**src/rtl/hwpe_stream_fence_buffered.sv**
```systemverilog
`timescale 1ns/1ps
// ----------------------------------------------------------------------------
// hwpe_stream_fence_buffered
//
// Multi-stream synchronising fence. Every input stream owns a DEPTH-entry FIFO.
// The streams selected by the participation mask are released to their
// consumers as one aligned group: one beat from every enabled stream at once.
// Each consumer may accept its beat in a different cycle; the heads are only
// popped when the last enabled consumer has taken its beat. Streams outside
// the mask behave as plain FIFOs.
//
// Optional feature macro: HWPE_STREAM_FENCE_BUFFERED_CNT_EN
//   defined   -> 16-bit wrapping counter of completed groups on fence_cnt_o
//   undefined -> fence_cnt_o is tied to zero
//
// Ports
//   clk_i          clock, all state updates on the rising edge
//   rst_ni         synchronous active-low reset
//   clear_i        synchronous soft clear, same effect as reset
//   test_mode_i    unused
//   enable_mask_i  bit i = 1 puts stream i in the fence group
//   push_valid_i / push_ready_o / push_data_i / push_strb_i
//                  input streams, one lane per stream
//   pop_valid_o / pop_ready_i / pop_data_o / pop_strb_o
//                  output streams, one lane per stream
//   fence_cnt_o    number of completed aligned groups
// ----------------------------------------------------------------------------
module hwpe_stream_fence_buffered #(
    parameter int unsigned NB_STREAMS = 2,
    parameter int unsigned DATA_WIDTH = 32,
    parameter int unsigned DEPTH      = 2
) (
    input  logic                                     clk_i,
    input  logic                                     rst_ni,
    input  logic                                     clear_i,
    input  logic                                     test_mode_i,
    input  logic [NB_STREAMS-1:0]                    enable_mask_i,
    input  logic [NB_STREAMS-1:0]                    push_valid_i,
    output logic [NB_STREAMS-1:0]                    push_ready_o,
    input  logic [NB_STREAMS-1:0][DATA_WIDTH-1:0]    push_data_i,
    input  logic [NB_STREAMS-1:0][DATA_WIDTH/8-1:0]  push_strb_i,
    output logic [NB_STREAMS-1:0]                    pop_valid_o,
    input  logic [NB_STREAMS-1:0]                    pop_ready_i,
    output logic [NB_STREAMS-1:0][DATA_WIDTH-1:0]    pop_data_o,
    output logic [NB_STREAMS-1:0][DATA_WIDTH/8-1:0]  pop_strb_o,
    output logic [15:0]                              fence_cnt_o
);

    localparam int unsigned STRB_WIDTH = DATA_WIDTH / 8;
    localparam int unsigned PTR_WIDTH  = (DEPTH > 1) ? $clog2(DEPTH) : 1;
    localparam int unsigned CNT_WIDTH  = $clog2(DEPTH + 1);
    localparam logic [PTR_WIDTH-1:0] LAST_PTR = PTR_WIDTH'(DEPTH - 1);
    localparam logic [CNT_WIDTH-1:0] FULL_CNT = CNT_WIDTH'(DEPTH);

    logic [NB_STREAMS-1:0] mask_q;
    logic [NB_STREAMS-1:0] mask_d;
    logic [NB_STREAMS-1:0] taken_q;
    logic [NB_STREAMS-1:0] taken_d;

    logic [DATA_WIDTH-1:0] dataMem_q [NB_STREAMS][DEPTH];
    logic [STRB_WIDTH-1:0] strbMem_q [NB_STREAMS][DEPTH];

    logic [PTR_WIDTH-1:0] rdPtr_q [NB_STREAMS];
    logic [PTR_WIDTH-1:0] rdPtr_d [NB_STREAMS];
    logic [PTR_WIDTH-1:0] wrPtr_q [NB_STREAMS];
    logic [PTR_WIDTH-1:0] wrPtr_d [NB_STREAMS];
    logic [CNT_WIDTH-1:0] count_q [NB_STREAMS];
    logic [CNT_WIDTH-1:0] count_d [NB_STREAMS];

    logic [NB_STREAMS-1:0] notEmpty;
    logic [NB_STREAMS-1:0] pushReady;
    logic [NB_STREAMS-1:0] pushHs;
    logic [NB_STREAMS-1:0] popValid;
    logic [NB_STREAMS-1:0] popHs;
    logic [NB_STREAMS-1:0] popFifo;
    logic                  groupReady;
    logic                  groupDone;
    logic                  maskReload;

    logic unusedTestMode;
    assign unusedTestMode = test_mode_i;

    // Per-FIFO occupancy flags. Ready looks only at the stored count, so a
    // full FIFO refuses a push even in a cycle where it also pops, and the
    // producer's ready never depends on its own valid.
    always_comb begin
        notEmpty  = '0;
        pushReady = '0;
        for (int i = 0; i < NB_STREAMS; i++) begin
            notEmpty[i]  = (count_q[i] != '0);
            pushReady[i] = (count_q[i] != FULL_CNT);
        end
    end

    // Fence control. An enabled stream offers its head only while the whole
    // group is present and it has not already handed over its beat. The group
    // completes when every enabled consumer has either taken its beat earlier
    // or takes it now; only then do the enabled heads leave their FIFOs, which
    // keeps the head stable for the whole pending group. An empty mask means
    // there is no group, so nothing ever completes. The mask is only swapped
    // at a clean boundary: nothing taken, nothing being taken, no completion.
    always_comb begin
        groupReady = &(notEmpty | ~mask_q);
        popValid   = '0;
        for (int i = 0; i < NB_STREAMS; i++) begin
            popValid[i] = mask_q[i] ? (groupReady & ~taken_q[i]) : notEmpty[i];
        end
        popHs      = popValid & pop_ready_i;
        pushHs     = push_valid_i & pushReady;
        groupDone  = (mask_q != '0) && (&(taken_q | popHs | ~mask_q));
        popFifo    = (popHs & ~mask_q) | (groupDone ? mask_q : '0);
        taken_d    = groupDone ? '0 : (mask_q & (taken_q | popHs));
        maskReload = (taken_q == '0) && ((popHs & mask_q) == '0) && !groupDone;
        mask_d     = maskReload ? enable_mask_i : mask_q;
    end

    // Pointer and count bookkeeping for every FIFO. Pointers wrap explicitly
    // at DEPTH-1 so non-power-of-two depths work; a simultaneous push and pop
    // leaves the count unchanged.
    always_comb begin
        for (int i = 0; i < NB_STREAMS; i++) begin
            rdPtr_d[i] = rdPtr_q[i];
            wrPtr_d[i] = wrPtr_q[i];
            count_d[i] = count_q[i];
            if (popFifo[i]) begin
                rdPtr_d[i] = (rdPtr_q[i] == LAST_PTR) ? '0 : rdPtr_q[i] + PTR_WIDTH'(1);
            end
            if (pushHs[i]) begin
                wrPtr_d[i] = (wrPtr_q[i] == LAST_PTR) ? '0 : wrPtr_q[i] + PTR_WIDTH'(1);
            end
            case ({pushHs[i], popFifo[i]})
                2'b10:   count_d[i] = count_q[i] + CNT_WIDTH'(1);
                2'b01:   count_d[i] = count_q[i] - CNT_WIDTH'(1);
                default: count_d[i] = count_q[i];
            endcase
        end
    end

    // Control state. Clear is folded into reset so it wins over every push,
    // pop and mask reload in the same cycle; both reload the mask directly.
    always_ff @(posedge clk_i) begin
        if (!rst_ni || clear_i) begin
            mask_q  <= enable_mask_i;
            taken_q <= '0;
            for (int i = 0; i < NB_STREAMS; i++) begin
                rdPtr_q[i] <= '0;
                wrPtr_q[i] <= '0;
                count_q[i] <= '0;
            end
        end else begin
            mask_q  <= mask_d;
            taken_q <= taken_d;
            for (int i = 0; i < NB_STREAMS; i++) begin
                rdPtr_q[i] <= rdPtr_d[i];
                wrPtr_q[i] <= wrPtr_d[i];
                count_q[i] <= count_d[i];
            end
        end
    end

    // FIFO storage. It is zeroed on reset and clear so the pop data lanes
    // read as zero until the first beat arrives.
    always_ff @(posedge clk_i) begin
        if (!rst_ni || clear_i) begin
            for (int i = 0; i < NB_STREAMS; i++) begin
                for (int d = 0; d < DEPTH; d++) begin
                    dataMem_q[i][d] <= '0;
                    strbMem_q[i][d] <= '0;
                end
            end
        end else begin
            for (int i = 0; i < NB_STREAMS; i++) begin
                if (pushHs[i]) begin
                    dataMem_q[i][wrPtr_q[i]] <= push_data_i[i];
                    strbMem_q[i][wrPtr_q[i]] <= push_strb_i[i];
                end
            end
        end
    end

    // Output lanes always show the head entry of each FIFO.
    always_comb begin
        for (int i = 0; i < NB_STREAMS; i++) begin
            pop_data_o[i] = dataMem_q[i][rdPtr_q[i]];
            pop_strb_o[i] = strbMem_q[i][rdPtr_q[i]];
        end
    end

    assign pop_valid_o  = popValid;
    assign push_ready_o = pushReady;

`ifdef HWPE_STREAM_FENCE_BUFFERED_CNT_EN
    logic [15:0] fenceCnt_q;
    logic [15:0] fenceCnt_d;

    // Completed-group counter, free-running and wrapping at 16 bits.
    always_comb begin
        fenceCnt_d = groupDone ? fenceCnt_q + 16'd1 : fenceCnt_q;
    end

    // Counter register, cleared together with the fence state.
    always_ff @(posedge clk_i) begin
        if (!rst_ni || clear_i) begin
            fenceCnt_q <= '0;
        end else begin
            fenceCnt_q <= fenceCnt_d;
        end
    end

    assign fence_cnt_o = fenceCnt_q;
`else
    assign fence_cnt_o = 16'h0;
`endif

endmodule

```
**config.mk**
```make
export PLATFORM = sky130hd
export DESIGN_NAME = hwpe_stream_fence_buffered
export DESIGN_NICKNAME = d
export VERILOG_FILES = /design/src/rtl/hwpe_stream_fence_buffered.sv
export SDC_FILE = /design/constraint.sdc
export NUM_CORES = 1
export LEC_CHECK = 0
export BUFFER_PORTS_ARGS = -buffer_cell sky130_fd_sc_hd__buf_4
export CORE_UTILIZATION = 45
export CTS_CLUSTER_SIZE = 12
export DETAILED_ROUTE_END_ITERATION = 16
export PLACE_DENSITY_LB_ADDON = 0.1
export REMOVE_ABC_BUFFERS = 1
export SKIP_CTS_REPAIR_TIMING = 1
export SLEW_MARGIN = 5
export SYNTH_ARGS = -nofsm -noshare
export SYNTH_HDL_FRONTEND = slang
export SYNTH_SLANG_ARGS = --single-unit
```
**constraint.sdc**
```tcl
create_clock -name clk_i -period 7.8 [get_ports clk_i]
set_input_delay 0.39 -clock clk_i [delete_from_list [all_inputs] [get_ports clk_i]]
set_output_delay 0.39 -clock clk_i [all_outputs]
set_load 0.02 [all_outputs]
```
==> results.py <==
metrics = {
    "layout": {
        "nNetsFinal": 715,
        "drive_gt1_share_pct": 42.3,
        "n_antenna_cell": 0,
        "syn2layout_area_growth_pct": 25.1,
    },
    "sta": {
        "tightest_slew_ns": 1.20,
        "setup_viol": 0,
        "setup_tns_ns": 0,
        "min_period_over_period_pct": 30.7,
        "skew_ns": 0.00615,
        "period_needed_ns": 2.39,
        "slew_headroom_pct": 19.9,
        "maxSlewViolCount": 0,
        "hold_viol": 0,
        "rsz0062_at_grt": "false",
        "hold_slack_ns": 0.156,
        "max_clock_freq_ghz": 0.418,
    },
    "detailed_routing": {
        "drc": 0,
        "firstDrtPassIters": 4,
        "wl_per_cell_um": 15.7,
        "wirelength_um": 13000,
        "vias": 4043,
        "drtAntennaViolNets": 0,
        "dr.first_iter.drc_count": 201,
        "viasPerCell": 4.88,
    },
    "global_routing": {
        "grt_use_total_pct": 17.3,
        "grt_max_degree": 39,
        "grt_pass1_vias": 4182,
        "antenna_found_initial": 0,
        "grt_first_pass_wirelength_um": 20700,
        "grt_overflow": 0,
    },
    "setup_path": {
        "endpoint_kind": "primary output",
        "max_stage_delay_ns": 0.98,
        "worst-endpoint-required_ns": 7.41,
        "crit_fanout": 38,
        "crit_chain": "mux2_2 > buf_4",
        "start_kind": "flip-flop",
        "crit_path_top_delay_cell": "dfxtp_2",
        "path_buf_inv": 1,
        "worstPathArrival_ns": 2.00,
        "path_delay_family": "flip-flops",
        "critPathKind": "flip-flop to primary output",
    },
    "die": {
        "rows": 45,
        "ioPinCount": 174,
        "initial_core_util_pct": 46.2,
        "coreArea_sq_um": 15200,
        "dieHeight_um": 127,
        "design.die.area_sq_um": 16100,
        "die_w_um": 127,
    },
    "power": {
        "p_per_area_nw_per_um2": 211,
        "ir_drop_mv": 0.144,
        "leakagePower_nw": 3.75,
    },
    "yosys": {
        "synth-compound-area-share_pct": 1.57,
        "synth_xor_area_share_pct": 0.748,
        "muxShareOfSynthArea_pct": 11.8,
        "synth_top_family_by_area": "simple AND/OR/NAND/NOR gates",
        "ys.warnings.count": 0,
        "syn_inst": 472,
        "yosys.area_share.simple_pct": 16.3,
        "synth_fa_ha_area_share_pct": 0.356,
        "avgSynthCellArea_sq_um": 14.9,
        "syn-cell-area_sq_um": 7030,
        "ys_seq_elements": 156,
        "synth_cell_types": 38,
        "yosysSeqAreaShare_pct": 65.3,
    },
    "clock_network": {
        "cts.sinks": 156,
        "cts_max_level": 4,
        "clkTransAtPathRegs_ns": 0.06,
        "cts_tree": "done",
        "clock_latency_ns": 0.41,
        "root_buffer": "clkbuf_16",
        "clockBufferDepth": 2,
        "cts_made_buffers": 17,
    },
    "run": {
        "cap_viol_max_count": 0,
    },
    "hold_path": {
        "hp-class": "input port to flip-flop",
    },
    "place": {
        "gp_congestion": 0.721,
        "dp_hpwl_um": 8030,
        "portBuffers": 156,
    },
    "run_status": {
        "status": "finished clean",
    },
}
-- layout by cell type, fill, tap and decap left out, types with 2 or more instances in the layout --
master     count
xnor2_1        3
clkbuf_16     17
clkinv_2       2
nand2_1        4
a21oi_1        2
conb_1        16
dfxtp_1        8
mux2_2        72
and2_1       146
nor4_1         2
dfxtp_2        2
nor2_1         8
or3_1          2
xor2_1         3
o21ai_4        4
o21ai_0        2
mux2i_1        2
nand2b_1       4
clkbuf_1       4
nor2_2         2
buf_4        163
clkinv_1       5
edfxtp_1     146
ha_1           2
nor3_4         3
-- state kept, by name, summed over array words and instances, names as in the netlist --
signal and flops:
count_q 4, dataMem_q 128, mask_q 2, rdPtr_q 2, strbMem_q 16, taken_q 2
wrPtr_q 2
-- final cells by class --
cell class | count | area [sq um]
well taps | 188 | 235
repair buffers | 163 | 1220
flip-flops and latches | 156 | 4590
clock buffers | 21 | 440
clock inverters | 7 | 28.8
fillers | 1270 | 6420
multi-input cells | 292 | 2270
inverters | 1 | 3.75
-- metal layers --
layer	track usage (%)	part of all wire (%)	up-vias
met4	6.65	1.0	0
met3	6.75	7.1	14
met5	0	0	-
met2	30.3	51	126
li1	-	-	1959
met1	18.8	41	1944
-- worst paths after layout --
| check | slack, ns | endpoint | start | cells past startpoint |
|---|---|---|---|---|
| max | 5.41 | pop_strb_o[6] | rdPtr_q[0][1] | 2 |
| min | 0.16 | mask_q[0] | enable_mask_i[0] | 1 |
| max reg2reg | 5.71 | count_q[0][3] | mask_q[0] | 6 |
| min reg2reg | 0.51 | taken_q[1] | taken_q[0] | 1 |
-- cell usage after synthesis (all sizes together) --
| cell type | number | area [sq um] |
|---|---|---|
| nor4 | 2 | 12.5 |
| nor3 | 4 | 53.8 |
| mux2 | 72 | 811 |
| a311oi | 1 | 8.76 |
| xor2 | 3 | 26.3 |
| nor3b | 1 | 18.8 |
| edfxtp | 146 | 4380 |
| nand2b | 5 | 33.8 |
| nand3 | 1 | 5.00 |
| inv | 1 | 3.75 |
| o32a | 2 | 33.8 |
| nor2b | 1 | 6.26 |
| a21oi | 2 | 10.0 |
| o21ai | 7 | 35.0 |
| a31oi | 1 | 6.26 |
| and2 | 146 | 913 |
| and4bb | 1 | 12.5 |
| conb | 1 | 3.75 |
| ha | 2 | 25.0 |
| dfxtp | 10 | 200 |
| nor2 | 10 | 42.5 |
| mux2i | 2 | 20.0 |
| or3 | 2 | 12.5 |
| xnor2 | 3 | 26.3 |
| o31ai | 1 | 7.51 |
| buf | 35 | 260 |
| clkbuf | 3 | 11.3 |
| a22o | 1 | 8.76 |
| nand2 | 6 | 32.5 |
-- logic make-up after synthesis --
| kind of cell | Yosys count |
|---|---|
| buffers and inverters | 39 |
| AO/OA/AOI/OAI | 15 |
| multiplexers | 74 |
| AND/OR/NAND/NOR | 179 |
| other | 1 |
| flip-flops | 156 |
| adder cells (fa/ha/maj) | 2 |
| XOR/XNOR | 6 |
-- metrics by stage --
step / std cells / total power, mW / setup slack [ns] / util, % / instance area (sq um)
6_report: 828 / 1.86 / 5.41 / 57.8 / 8790
5_1_grt: 828 / 1.93 / 5.31 / 57.8 / 8790
4_1_cts: 828 / 1.87 / 5.36 / 57.8 / 8790
3_5_place_dp: 800 / 1.19 / 5.39 / 54.7 / 8320
3_3_place_gp: 800 / 1.19 / 5.45 / 54.7 / 8320
2_1_floorplan: 449 / 1.10 / 3.81 / - / 6810
-- worst reg2reg max path, delay by kind of cell, from the launching register on --
kind                     cells  cell delay (ns)
AND/OR/NAND/NOR              3             0.92
adder cells (fa/ha/maj)      1             0.26
flip-flops                   1             0.47
AO/OA/AOI/OAI                2             0.37
-- report_power, final --
part	leakage (nW)	total, mW	switching (mW)	internal, mW
combinational	1.79	0.198	0.104	0.0941
sequential	1.74	0.977	0.0156	0.961
clock	0.230	0.682	0.290	0.391
Note: power is estimated with default switching activity, not from simulation.
